## config.mk

```make
export PLATFORM = sky130hd
export DESIGN_NAME = matrix_cfg_loader
export DESIGN_NICKNAME = d
export VERILOG_FILES = /design/src/rtl/matrix_cfg_loader.sv
export SDC_FILE = /design/constraint.sdc
export NUM_CORES = 1
export LEC_CHECK = 0
export ABC_AREA = 1
export CAP_MARGIN = 20
export CORE_AREA = 2 2 115 173
export CTS_CLUSTER_DIAMETER = 100
export DETAILED_ROUTE_END_ITERATION = 8
export DIE_AREA = 0 0 117 175
export GPL_TIMING_DRIVEN = 0
export PLACE_DENSITY = 0.81
export SETUP_SLACK_MARGIN = 0.05
export SLEW_MARGIN = 20
export SYNTH_ARGS = -nofsm -noshare
export SYNTH_HDL_FRONTEND = slang
export SYNTH_SLANG_ARGS = --single-unit
```

## constraint.sdc

```tcl
create_clock -name clk -period 2.25 [get_ports clk]
set_clock_uncertainty 0.1 [all_clocks]
set_input_delay 0.675 -clock clk [delete_from_list [all_inputs] [get_ports clk]]
set_output_delay 0.675 -clock clk [all_outputs]
set_load 0.03 [all_outputs]
```

## src/rtl/matrix_cfg_loader.sv

```systemverilog
// Serial loader for the switch-matrix routing words: header hunt, word capture, range check, atomic commit.
// Optional per-word even-parity bit is enabled with `define MATRIX_CFG_PARITY_EN.
module matrix_cfg_loader #(
    parameter int NH = 5,
    parameter int NV = 4,
    parameter int WB = 6
) (
    input  logic                         clk,
    input  logic                         rst_n,
    input  logic                         cfg_valid,
    input  logic                         cfg_bit,
    output logic                         cfg_ready,
    input  logic                         cfg_clr,
    output logic [(2*NH+2*NV)*WB-1:0]    cfg_q,
    output logic                         cfg_done,
    output logic                         cfg_err,
    output logic                         cfg_busy
);

    localparam int NW = 2*NH + 2*NV;
`ifdef MATRIX_CFG_PARITY_EN
    localparam int LW = WB + 1;
`else
    localparam int LW = WB;
`endif
    localparam int BCW = (LW > 1) ? $clog2(LW) : 1;
    localparam int WCW = (NW > 1) ? $clog2(NW) : 1;
    localparam int IW  = WB - 3;

    localparam logic [BCW-1:0] BIT_LAST  = BCW'(LW - 1);
    localparam logic [WCW-1:0] WORD_LAST = WCW'(NW - 1);
    localparam logic [31:0]    NH_U      = NH;
    localparam logic [31:0]    NV_U      = NV;
    localparam logic [7:0]     HDR       = 8'hA5;

    typedef enum logic [1:0] {
        S_IDLE,
        S_LOAD,
        S_COMMIT,
        S_ERR
    } state_t;

    state_t                r_state;
    state_t                w_state_nxt;

    // Only the last 7 header bits need storing; the incoming bit completes the 8-bit window.
    logic [6:0]            r_hdr;
    logic [LW-2:0]         r_word;
    logic [BCW-1:0]        r_bitcnt;
    logic [WCW-1:0]        r_wordcnt;
    logic [WB-1:0]         r_shadow [NW];
    logic [NW*WB-1:0]      r_q;
    logic                  r_done;
    logic                  r_err;

    logic                  w_acc;
    logic [7:0]            w_hdr_nxt;
    logic [LW-1:0]         w_shift;
    logic [WB-1:0]         w_data;
    logic                  w_word_end;
    logic                  w_frame_end;
    logic                  w_range_ok;
    logic                  w_word_ok;

    function automatic logic range_ok(input logic [2:0] side, input logic [IW-1:0] idx);
        logic [31:0] i;
        i = 32'(idx);
        case (side)
            3'd0:       range_ok = 1'b1;
            3'd1, 3'd3: range_ok = (i < NH_U);
            3'd2, 3'd4: range_ok = (i < NV_U);
            default:    range_ok = 1'b0;
        endcase
    endfunction

    assign cfg_ready   = (r_state == S_IDLE) || (r_state == S_LOAD);
    assign cfg_busy    = (r_state == S_LOAD) || (r_state == S_COMMIT);
    assign cfg_q       = r_q;
    assign cfg_done    = r_done;
    assign cfg_err     = r_err;

    assign w_acc       = cfg_valid && cfg_ready;
    assign w_hdr_nxt   = {r_hdr, cfg_bit};
    assign w_shift     = {r_word, cfg_bit};
    assign w_data      = w_shift[LW-1 -: WB];
    assign w_word_end  = (r_bitcnt == BIT_LAST);
    assign w_frame_end = (r_wordcnt == WORD_LAST);
    assign w_range_ok  = range_ok(w_data[2:0], w_data[WB-1:3]);

`ifdef MATRIX_CFG_PARITY_EN
    // Data bits plus the trailing parity bit must XOR to zero.
    assign w_word_ok   = w_range_ok && !(^w_shift);
`else
    assign w_word_ok   = w_range_ok;
`endif

    always_ff @(posedge clk) begin
        if (!rst_n) begin
            r_state <= S_IDLE;
        end else begin
            r_state <= w_state_nxt;
        end
    end

    always_comb begin
        w_state_nxt = r_state;
        case (r_state)
            S_IDLE: begin
                if (w_acc && (w_hdr_nxt == HDR)) begin
                    w_state_nxt = S_LOAD;
                end
            end
            S_LOAD: begin
                if (w_acc && w_word_end) begin
                    if (!w_word_ok) begin
                        w_state_nxt = S_ERR;
                    end else if (w_frame_end) begin
                        w_state_nxt = S_COMMIT;
                    end
                end
            end
            S_COMMIT: w_state_nxt = S_IDLE;
            S_ERR:    w_state_nxt = S_ERR;
            default:  w_state_nxt = S_IDLE;
        endcase
        if (cfg_clr) begin
            w_state_nxt = S_IDLE;
        end
    end

    // Datapath: cfg_clr wins over any accepted bit and over the commit itself.
    always_ff @(posedge clk) begin
        if (!rst_n) begin
            r_hdr     <= '0;
            r_word    <= '0;
            r_bitcnt  <= '0;
            r_wordcnt <= '0;
            r_q       <= '0;
            r_done    <= 1'b0;
            r_err     <= 1'b0;
            for (int k = 0; k < NW; k++) begin
                r_shadow[k] <= '0;
            end
        end else begin
            r_done <= 1'b0;
            if (cfg_clr) begin
                r_hdr     <= '0;
                r_word    <= '0;
                r_bitcnt  <= '0;
                r_wordcnt <= '0;
                r_err     <= 1'b0;
            end else begin
                case (r_state)
                    S_IDLE: begin
                        if (w_acc) begin
                            if (w_hdr_nxt == HDR) begin
                                r_hdr     <= '0;
                                r_word    <= '0;
                                r_bitcnt  <= '0;
                                r_wordcnt <= '0;
                            end else begin
                                r_hdr <= w_hdr_nxt[6:0];
                            end
                        end
                    end
                    S_LOAD: begin
                        if (w_acc) begin
                            r_word <= w_shift[LW-2:0];
                            if (w_word_end) begin
                                r_bitcnt <= '0;
                                if (w_word_ok) begin
                                    r_shadow[r_wordcnt] <= w_data;
                                    r_wordcnt <= w_frame_end ? '0 : r_wordcnt + 1'b1;
                                end else begin
                                    r_err <= 1'b1;
                                end
                            end else begin
                                r_bitcnt <= r_bitcnt + 1'b1;
                            end
                        end
                    end
                    S_COMMIT: begin
                        for (int k = 0; k < NW; k++) begin
                            r_q[k*WB +: WB] <= r_shadow[k];
                        end
                        r_done <= 1'b1;
                        r_hdr  <= '0;
                    end
                    default: begin
                    end
                endcase
            end
        end
    end

endmodule

```

==> metrics.csv <==
stage;metric;value;unit
status;status;finished clean;
die;die_w;117;um
synth;synth_top_area_cell;edfxtp_1;
detailed_routing;ant_nets;0;
placement;io_buffers;116;
run;drv_cap;0;
synth;synthTopCellsByCount;nor2_1, dfxtp_1, o21ai_0;
sta;period_minus_slack;2250;ps
layout;instances_no_fill;1381;
global_route;grt-ovfl-total;0;
hold_path;min_path_type;reg -> reg;
hold_path;holdPathEnd;cfg_err$_SDFFE_PP0P_;
die;initial_utilization;49.0;%
cts;ctsHoldBuffers;0;
global_route;grt_pass1_vias;7142;
cts;cts_made_buffers;22;
power_and_ir_drop;p_leak;5.10;nW
synth;synth_top_flop_cell;dfxtp_1;
setup_path;crit_slowest_cell;dfxtp_2;
cts;clock-sinks;240;
setup_path;path_cells;inv_2 > ha_4 > buf_8 > nor2_4 > nor2_4 > nand2_4 > nor2_8 > nand4_4 > nor2_8 > buf_6 > nand3_4 > nand2_4;
layout;areaGrowthSynthToFinish;30.8;%
setup_path;r2r_cells;12;
sta;fin_ws;1.03;ps
synth;synthSimpleGateAreaFrac;25.0;%
setup_path;arrival;2370;ps
cts;cts_buffer_depth;3;
sta;rsz0062_at_grt;yes;
synth;netlist_area;9310;um^2
placement;post-place-ws;-1430;ps
die;die_h;175;um
detailed_routing;drtIter0Drc;694;
layout;nNetsFinal;1120;
setup_path;worstSetupPathType;reg -> reg;
synth;synth_top_family_by_area;simple AND/OR/NAND/NOR gates;
synth;async_flop_share;0;%
synth;synth-seq-cells;240;
sta;fin_crit_sh;100;%
sta;setup_viol;0;
synth;yosys_warnings;0;
die;die_area;20500;um^2
layout;finalInstanceArea;12200;um^2
detailed_routing;totalWireLength;24500;um
sta;drv_slew;0;
detailed_routing;drc;0;
detailed_routing;routedWlPerCell;17.7;um
global_route;grt_use_total;23.4;%
detailed_routing;via_count;7359;
global_route;grt_max_degree;20;
cts;root_buffer;clkbuf_16;
synth;yosysMostFrequentCell;nor2_1;
power_and_ir_drop;power.total;8.49;mW
synth;syn-instance-count;926;
layout;antenna_cells;0;
placement;place_inst;1298;
setup_path;cp.required;2370;ps
layout;drive_gt1_share;22.0;%
sta;max-slew-margin-rel;57.4;%
die;ios;117;
synth;yosysTopAreaCellShare;34.8;%
synth;synth-seq-area-share;63.2;%
synth;muxShareOfSynthArea;0;%
setup_path;r2r_slack;1;ps
synth;synth_area_leaders;edfxtp_1, dfxtp_1, nor2_1;
synth;syn_nets;937;
sta;max_freq;445;MHz
synth;postSynthAreaPerCell;10.1;um^2
detailed_routing;dr.pass1.iters;5;
power_and_ir_drop;peakVddDrop;0.498;mV
setup_path;endpoint_kind;flip-flop;
setup_path;crit_path_max_incr_delay;320;ps
global_route;antenna_found_initial;0;
detailed_routing;vias_per_cell;5.33;
sta;tightestPinTransition;633;ps
setup_path;r2r_start;r_state[1]$_SDFFE_PP0P_;
cts;cts_tree;yes;
hold_path;hold_path.startpoint;cfg_err$_SDFFE_PP0P_;
synth;yosysUniqueCellTypes;33;
setup_path;startpoint_type;flip-flop;
power_and_ir_drop;powerDensity;698;nW/um^2
setup_path;timing.rr.end;r_shadow[5][4]$_SDFFCE_PN0P_;
cts;cts.reportedPaths.clkPinSlew;60;ps
sta;holdWs;370;ps
synth;synthXorXnorAreaFrac;0.0941;%
placement;dpl_cell_area;10900;um^2
placement;gp_congestion;0.824;
synth;synth-edff-count;108;
die;core_area;19000;um^2
hold_path;hold_depth;1;
cts;h-tree-depth;1;
cts;clk_latency;510;ps
sta;hold_violations;0;
setup_path;critPathMaxFanout;6;
synth;synth_adder_area_share;0.807;%
placement;hpwl;15700;um
synth;synth_compound_gate_area_share;7.55;%
die;rows;62;
global_route;grt_first_pass_wirelength;36700;um
[through the flow]
stage               util (%)  TNS (ps)
finish                  64.1         0
global route            64.1     -8340
CTS                     62.8         0
detailed placement      57.5   -287580
global placement        57.5   -295800
floorplan                  -     -1550
[cell type report]
| class | instances | area (um^2) |
|---|---|---|
| Buffer | 45 | 249 |
| Clock buffer | 38 | 686 |
| Clock inverter | 2 | 15.0 |
| Fill cell | 1441 | 6830 |
| Inverter | 32 | 134 |
| Multi-Input combinational cell | 608 | 3370 |
| Sequential cell | 240 | 5890 |
| Tap cell | 256 | 320 |
| Timing Repair Buffer | 160 | 1510 |
[registers in the layout, summed over array words and instances (netlist names)]
name and cells:
r_shadow 108, cfg_done 1, r_word 5, r_state 2, cfg_q 108, cfg_err 1
r_hdr 7, r_bitcnt 3, r_wordcnt 5
[worst max path at each step]
stage	startpoint	end	slack [ps]	cells after the start
final	r_state[1]$_SDFFE_PP0P_	r_shadow[5][4]$_SDFFCE_PN0P_	1	12
after global routing	r_state[1]$_SDFFE_PP0P_	r_shadow[2][4]$_SDFFCE_PN0P_	-110	12
after CTS	r_state[1]$_SDFFE_PP0P_	cfg_ready	10	6
after detailed placement	rst_n	r_shadow[16][3]$_SDFFCE_PN0P_	-1430	5
after global placement	rst_n	r_shadow[16][2]$_SDFFCE_PN0P_	-1470	5
after floorplan	r_state[0]$_SDFFE_PP0P_	r_shadow[4][0]$_SDFFCE_PN0P_	-30	10
[repair_timing]
action,in CTS,in global routing
pin swaps,31,9
buffers inserted,35,9
setup endpoints to repair,441,224
endpoints found under the hold margin,0,0
gates cloned,0,0
gates resized for setup,159,50
[power breakdown]
| part | internal [mW] | total, mW | switching [mW] |
|---|---|---|---|
| logic | 0.0466 | 0.167 | 0.120 |
| registers | 4.64 | 4.68 | 0.0415 |
| clock network | 2.07 | 3.64 | 1.58 |
| total | 6.76 | 8.49 | 1.74 |
[cell usage in the layout (no fill, tap or decap), drive strengths merged, types with 5 or more instances in the layout]
| cell type | instances |
|---|---|
| a21oi | 18 |
| inv | 31 |
| nand4 | 5 |
| buf | 55 |
| nand3 | 41 |
| clkbuf | 74 |
| ha | 6 |
| nor2 | 355 |
| o21ai | 115 |
| dfxtp | 132 |
| dlygate4sd2 | 113 |
| nand2 | 59 |
| edfxtp | 108 |
[cell families (layout without fill, tap and decap cells)]
logic type               count (synthesis)  in the layout
AO/OA/AOI/OAI                          138            138
XOR/XNOR                                 1              1
adder cells (fa/ha/maj)                  6              6
buffers and inverters                   78            277
flip-flops                             240            240
AND/OR/NAND/NOR                        463            463
[critical path, delay by kind of cell, from the launching register on]
family / cells / cell delay (ps)
buf+inv: 3 / 320
flops: 1 / 320
simple gates: 8 / 1080
fa+ha+maj: 1 / 150
[layer usage]
metal,GRT usage [%],wire [um]
met1,26.2,8630
met2,42.0,12800
met4,12.2,1250
met3,3.57,1840
met5,0,0
Power figures use the tool's default switching activity.
